--- config.mk ---
export PLATFORM = sky130hd
export DESIGN_NAME = dmem_avalon_bridge
export DESIGN_NICKNAME = d
export VERILOG_FILES = /design/src/rtl/dmem_avalon_bridge.sv
export SDC_FILE = /design/constraint.sdc
export NUM_CORES = 1
export LEC_CHECK = 0
export CORE_MARGIN = 4
export CORE_UTILIZATION = 55
export CTS_BUF_LIST = sky130_fd_sc_hd__clkbuf_4
export CTS_CLUSTER_SIZE = 8
export DETAILED_ROUTE_END_ITERATION = 16
export DONT_BUFFER_PORTS = 1
export HOLD_SLACK_MARGIN = 0.15
export PLACE_DENSITY = 0.67
export SLEW_MARGIN = 20
export SYNTH_ARGS = -nofsm -noshare
export SYNTH_HDL_FRONTEND = slang
export SYNTH_SLANG_ARGS = --single-unit
--- constraint.sdc ---
create_clock -name clk -period 2.3 [get_ports clk]
set_clock_uncertainty 0.05 [all_clocks]
set_input_delay 0.23 -clock clk [delete_from_list [all_inputs] [get_ports clk]]
set_output_delay 0.23 -clock clk [all_outputs]
set_load 0.02 [all_outputs]
--- src/rtl/dmem_avalon_bridge.sv ---
// Data-memory responder: turns MMIX byte/wyde/tetra/octa requests into one or two
// big-endian 32-bit Avalon-MM beats.
module dmem_avalon_bridge #(
    parameter int unsigned ADDR_WIDTH = 32
) (
    input  logic                  clk,
    input  logic                  reset_n,
    input  logic [63:0]           mem_address,
    input  logic [1:0]            mem_datasize,
    input  logic                  mem_read,
    input  logic                  mem_write,
    input  logic [63:0]           mem_writedata,
    output logic [63:0]           mem_readdata,
    output logic                  mem_done,
    output logic [ADDR_WIDTH-1:0] avm_address,
    output logic [3:0]            avm_byteenable,
    output logic                  avm_read,
    output logic                  avm_write,
    output logic [31:0]           avm_writedata,
    input  logic [31:0]           avm_readdata,
    input  logic                  avm_waitrequest,
    input  logic                  avm_readdatavalid
);

    typedef enum logic [1:0] {StIdle, StCmd, StRdata, StDone} state_e;

    state_e                state_q, state_d;
    logic [ADDR_WIDTH-1:0] addr_q;
    logic [1:0]            size_q;
    logic [63:0]           wdata_q;
    logic                  is_read_q;
    logic                  beat_q, beat_d;
    logic [31:0]           hi_q, hi_d;
    logic [63:0]           rdata_q, rdata_d;
    logic                  done_q, done_d;
    logic                  start;
    logic                  is_octa;
    logic [3:0]            lane_be;
    logic [31:0]           byte_shift;
    logic [31:0]           lane_data;
    logic                  unused_addr_hi;

    assign unused_addr_hi = ^mem_address[63:ADDR_WIDTH];
    assign start          = (state_q == StIdle) && (mem_read || mem_write);
    assign is_octa        = (size_q == 2'd3);
    assign mem_readdata   = rdata_q;
    assign mem_done       = done_q;

    always_ff @(posedge clk or negedge reset_n) begin
        if (!reset_n) begin
            state_q <= StIdle;
        end else begin
            state_q <= state_d;
        end
    end

    always_comb begin
        state_d = state_q;
        unique case (state_q)
            StIdle: begin
                if (mem_read || mem_write) state_d = StCmd;
            end
            StCmd: begin
                if (!avm_waitrequest) begin
                    if (is_read_q)              state_d = StRdata;
                    else if (is_octa && !beat_q) state_d = StCmd;
                    else                        state_d = StDone;
                end
            end
            StRdata: begin
                if (avm_readdatavalid) state_d = (is_octa && !beat_q) ? StCmd : StDone;
            end
            // Request inputs are still asserted here and must not start a new access.
            StDone: state_d = StIdle;
        endcase
    end

    always_comb begin
        lane_be       = 4'b1111;
        avm_address   = {addr_q[ADDR_WIDTH-1:2], 2'b00};
        avm_writedata = wdata_q[31:0];
        byte_shift    = avm_readdata >> {~addr_q[1:0], 3'b000};
        lane_data     = avm_readdata;
        unique case (size_q)
            2'd0: begin
                lane_be       = 4'b1000 >> addr_q[1:0];
                avm_writedata = {4{wdata_q[7:0]}};
                lane_data     = {24'h0, byte_shift[7:0]};
            end
            2'd1: begin
                lane_be       = addr_q[1] ? 4'b0011 : 4'b1100;
                avm_writedata = {2{wdata_q[15:0]}};
                lane_data     = {16'h0, addr_q[1] ? avm_readdata[15:0] : avm_readdata[31:16]};
            end
            2'd2: begin
                lane_be = 4'b1111;
            end
            2'd3: begin
                avm_address   = {addr_q[ADDR_WIDTH-1:3], beat_q, 2'b00};
                avm_writedata = beat_q ? wdata_q[31:0] : wdata_q[63:32];
            end
        endcase

        avm_read       = (state_q == StCmd) && is_read_q;
        avm_write      = (state_q == StCmd) && !is_read_q;
        avm_byteenable = (state_q == StCmd) ? lane_be : 4'b0000;

        beat_d  = beat_q;
        hi_d    = hi_q;
        rdata_d = rdata_q;
        if (start) beat_d = 1'b0;
        if (state_q == StCmd && !avm_waitrequest && !is_read_q && is_octa && !beat_q) begin
            beat_d = 1'b1;
        end
        // Octa beat 0 is staged so mem_readdata only changes when the whole load completes.
        if (state_q == StRdata && avm_readdatavalid) begin
            if (is_octa && !beat_q) begin
                hi_d   = avm_readdata;
                beat_d = 1'b1;
            end else begin
                rdata_d = is_octa ? {hi_q, avm_readdata} : {32'h0, lane_data};
            end
        end
        done_d = (state_d == StDone);
    end

    always_ff @(posedge clk or negedge reset_n) begin
        if (!reset_n) begin
            addr_q    <= '0;
            size_q    <= 2'd0;
            wdata_q   <= '0;
            is_read_q <= 1'b0;
            beat_q    <= 1'b0;
            hi_q      <= '0;
            rdata_q   <= '0;
            done_q    <= 1'b0;
        end else begin
            if (start) begin
                addr_q    <= mem_address[ADDR_WIDTH-1:0];
                size_q    <= mem_datasize;
                wdata_q   <= mem_writedata;
                is_read_q <= mem_read;
            end
            beat_q  <= beat_d;
            hi_q    <= hi_d;
            rdata_q <= rdata_d;
            done_q  <= done_d;
        end
    end

endmodule

Yosys cells after proc, flatten, opt, wreduce, memory -nomap -nowiden
Cells that the tools add are included.
{"block": "word_totals", "inputBits": 168, "out_inout_bits": 135, "ff_bits": 199}
{"block": "op_classes", "eq_ne": 6, "mux": 19, "n_reduce_logical": 17, "n_shift": 2, "n_bitwise": 2}
{"cell": "32-bit one-hot mux with 3 select lines", "n": 1}
{"cell": "64-bit 2-to-1 mux", "n": 1}
{"cell": "32-bit one-hot mux with 2 select lines", "n": 1}
{"cell": "32-bit 2-to-1 mux", "n": 1}
{"cell": "32-bit by 5-bit right shift with 8-bit output", "n": 1}
{"cell": "16-bit 2-to-1 mux", "n": 1}
{"cell": "2-bit 2-to-1 mux", "n": 5}
{"cell": "1-bit logical AND", "n": 9}
{"cell": "2-bit == test (second input constant)", "n": 4}
{"cell": "4-bit 2-to-1 mux", "n": 2}
{"cell": "2-bit one-hot mux with 4 select lines", "n": 1}
{"cell": "4-bit one-hot mux with 2 select lines", "n": 1}
{"cell": "2-bit by 1-bit == test with 1-bit output (second input constant)", "n": 2}
{"cell": "2-bit logical NOT", "n": 2}
{"cell": "1-bit 2-to-1 mux", "n": 4}
{"cell": "2-bit AND reduction", "n": 2}
{"cell": "4-bit by 2-bit right shift with 4-bit output (first input constant)", "n": 1}
{"cell": "1-bit logical NOT", "n": 3}
{"cell": "3-bit 2-to-1 mux", "n": 1}
{"cell": "2-bit inverter", "n": 1}
{"cell": "1-bit logical OR", "n": 1}
{"cell": "1-bit inverter", "n": 1}

Logic depth before layout (Yosys ltp)
{"block": "logic_depth", "depth_word": 8, "ltp_mapped": 6, "depth_no_buf": 3}

Worst setup path after synthesis
Ideal clock, no wire load.
{"block": "synth_path", "path_kind": "reg-to-output", "from": "register size_q[1]", "to": "output port avm_writedata[24]", "arrival_time_ps": 1523, "stages_incl_launch_ff": 7, "setup_slack_ps": 497, "path_buffers": 3, "cell_sequence": "dfrtp_1 -> buf_2 -> nor2b_1 -> buf_2 -> buf_2 -> a22o_1 -> a221o_1"}
{"block": "synth_via", "elab_chain_cells": 2, "word_cells_on_any_way": 4}
{"element": "start: declaration", "line_no": "29", "rtl": "logic [1:0] size_q;"}
{"element": "start signal: assignment", "line_no": "140", "rtl": "size_q <= mem_datasize;"}
{"element": "2-bit == test (tied with other cells)", "line_no": "84", "rtl": "unique case (size_q)"}
{"element": "32-bit one-hot mux with 3 select lines (*)", "line_no": "84"}
{"element": "end: declaration", "line_no": "19", "rtl": "output logic [31:0] avm_writedata,"}
Every way passes the cells marked *; elsewhere a longest branch is shown, timed or not.

Worst setup path in the final report
{"block": "layout_path", "from": "register size_q[1]", "to": "output port avm_writedata[9]"}
The elaborated chain is that of the path after synthesis.

==> run summary <==
Seq pwr share -> 42.6%
die area -> 18900 um2
Comb pwr share -> 45.0%
leakage power -> 4.99 nW
area delta synth->final -> 22.7%
Port-buffer cells -> 0
CTS Sinks -> 199
H-tree depth -> 4
core area -> 16500 um2
first-pass GRT wire length -> 38800 um
Clock Power Share -> 12.4%
worst path buffer plus inverter count -> 2
Detailed Routing Iterations Pass 1 -> 5
FFs w/ async S/R, synth -> 100%
Worst Max-Slew Pin Slew -> 0.904 ns
global route overflow -> 0
hold crit path type -> primary input to asynchronous set/reset pin
internal power -> 9.27 mW
Slowest-stage cell, CP -> dfrtp_4
Synth area leader -> dfrtp_1
crit-path max cell delay -> 0.51 ns
max-cap viol count -> 0
WP data arrival -> 2.03 ns
R2R setup slack -> 0.18 ns
flops & latches, synth -> 199
Final Util -> 68.4%
worst-path maximum fanout -> 25
clock-pin slew on the worst setup and hold paths -> 0.16 ns
Die X -> 137 um
Routed Antenna Nets -> 0
max_slew headroom -> 39.3%
DP Wirelength -> 16100 um
clk root buf -> clkbuf_4
synthesized cell area -> 9220 um2
nets -> 1079
die height -> 137 um
Seq/Total Area, Yosys -> 54.0%
Post-synth EDFFs -> 0
maximum buffer depth of the clock tree -> 2
critical path, cell by cell -> buf_6, mux2_2, nor2_1, a21oi_1, buf_4
required time worst endpoint -> 2.02 ns
final setup vio count -> 4
hold slack -> -0.714 ns
Switching Fraction -> 42.8%
main area contributors after synthesis -> dfrtp_1 54%, mux2_2 16%, a22o_1 3.4%
Starting Density -> 55.8%
RSZ-0062 raised after global routing -> yes
PwrDens -> 1430 nW/um2
post-cts hold buffer count -> 152
routability cong. -> 0.817
Sw Pwr -> 6.94 mW
vias -> 6657
largest net degree at the start of global routing -> 200
Max Freq -> 0.433 GHz
Startpoint Class -> flip-flop
kind of critical path -> flip-flop to output pin
clk_lat worst skew -> 0.56 ns
Peak supply drop -> 0.000979 V
Largest delay share family, worst path -> flip-flops
post-synth top area share -> 54.0%
I/O pin count -> 303
vias in the first global route -> 6953
number of library cell types mapped by synthesis -> 38
final wirelength -> 25500 um
average routed wire per standard cell -> 22.2 um
CTS buffer count -> 17
failing checks -> negative hold slack, negative setup slack
Min Clock Period, post-route -> 2.31 ns
syn_area_per_cell -> 11.8 um2
slack of the critical path -> -0.00818 ns
DRC -> 0
Post-Synthesis Cells -> 779
CTS tree -> done
period utilisation layout -> 100%
endpoints failing hold -> 199
status -> finished with violations
warnings from Yosys -> 0
Via density -> 5.79
Main synth FF type -> dfrtp_1
Std-Cell Rows -> 47
layout cells sized above 1 -> 24.9%
initial antenna violation count -> 1
drt initial violations -> 438
CP endpoint kind -> output pin
gr usage total -> 26.9%
Setup TNS -> -0.0272 ns
Pins Over Slew Limit -> 0
[layer usage]
metal,share of wire (%),up-vias,GRT usage (%)
li1,-,3013,-
met1,40,3322,34.7
met2,48,278,43.1
met3,8.5,44,8.07
met4,2.8,0,9.87
met5,0,-,0
[final cells by class]
type	instances	area [um2]
clock buffer	19	143
multi-input combinational	486	3730
sequential	199	4990
inverter	4	15.0
clock inverter	13	169
timing repair buffer	203	1970
tap	220	275
antenna	5	12.5
fill	1177	5220
[sequential cells by signal (all words and copies together), names as in the netlist]
register / cells
wdata_q: 64
beat_q: 1
is_read_q: 1
addr_q: 32
size_q: 2
hi_q: 32
mem_readdata: 64
mem_done: 1
state_q: 2
[logic make-up (layout without fill, tap and decap cells)]
family / Yosys count / after routing / share of synthesized area, %
flops: 199 / 199 / 54.0
mux: 166 / 166 / 20.1
compound gates: 159 / 159 / 11.2
simple gates: 159 / 159 / 8.69
buf+inv: 95 / 239 / 5.92
other cells: 1 / 7 / 0.0407
[layout by cell type (no fill, tap or decap), types with 25 or more instances in the layout]
cell / Yosys / final
a22o_1: 36 / 36
a21oi_1: 28 / 27
nand2_1: 70 / 64
dlygate4sd3_1: 0 / 152
dfrtp_1: 199 / 196
buf_4: 33 / 40
nor2_1: 32 / 32
mux2_2: 130 / 130
a31oi_1: 25 / 25
o21ai_0: 48 / 48
[power groups by stage]
stage	clock, mW	combinational, mW	sequential, mW
2_1_floorplan	0	5.80	6.09
3_3_place_gp	0	6.13	6.95
3_5_place_dp	0	6.30	7.03
4_1_cts	2.06	7.13	6.86
5_1_grt	2.21	7.91	7.09
6_report	2.01	7.30	6.90
[final timing paths]
| check | start | to | cells past startpoint |
|---|---|---|---|
| setup reg to reg | state_q[0] | wdata_q[36] | 4 |
| hold reg to reg | hi_q[16] | mem_readdata[48] | 1 |
| min in group clk | avm_readdatavalid | mem_readdata[12] | 4 |
| setup / recovery | size_q[1] | avm_writedata[9] | 5 |
| hold / removal | reset_n | mem_readdata[52] | 0 |
| max in group asynchronous | reset_n | size_q[1] | 0 |
[cells in the mapped netlist, drive strengths merged (4+ instances only)]
cell / n
a21oi: 28
a221o: 8
a22o: 36
a22oi: 8
a31oi: 25
and2: 17
and3: 4
buf: 68
clkbuf: 23
dfrtp: 199
inv: 4
mux2: 151
mux2i: 15
nand2: 70
nand2b: 4
nor2: 32
nor3: 4
nor3b: 16
o21ai: 50
[what timing repair did]
action / CTS / global route
buffers inserted: 11 / 1
endpoints found under the setup margin: 35 / 29
gates resized for setup: 10 / 11
pin swaps: 5 / 2
endpoints found under the hold margin: 366 / 199
[worst reg2reg max path, cell delays in order, from the launching register on]
cell           delay [ns]
dfrtp_1              0.44
nor2_1               0.28
o21a_2               0.32
mux2_2               0.36
dlygate4sd3_1        0.56
[metrics by stage]
step                cells  power [mW]  instance area [um2]  worst slack [ns]
floorplan             780        11.9                 9220             0.497
global placement      948        13.1                 9310             0.365
detailed placement    948        13.3                 9310             0.356
CTS                  1143        16.1                11300           -0.0626
global route         1147        17.2                11300            -0.116
finish               1149        16.2                11300          -0.00818
Power figures use the tool's default switching activity.
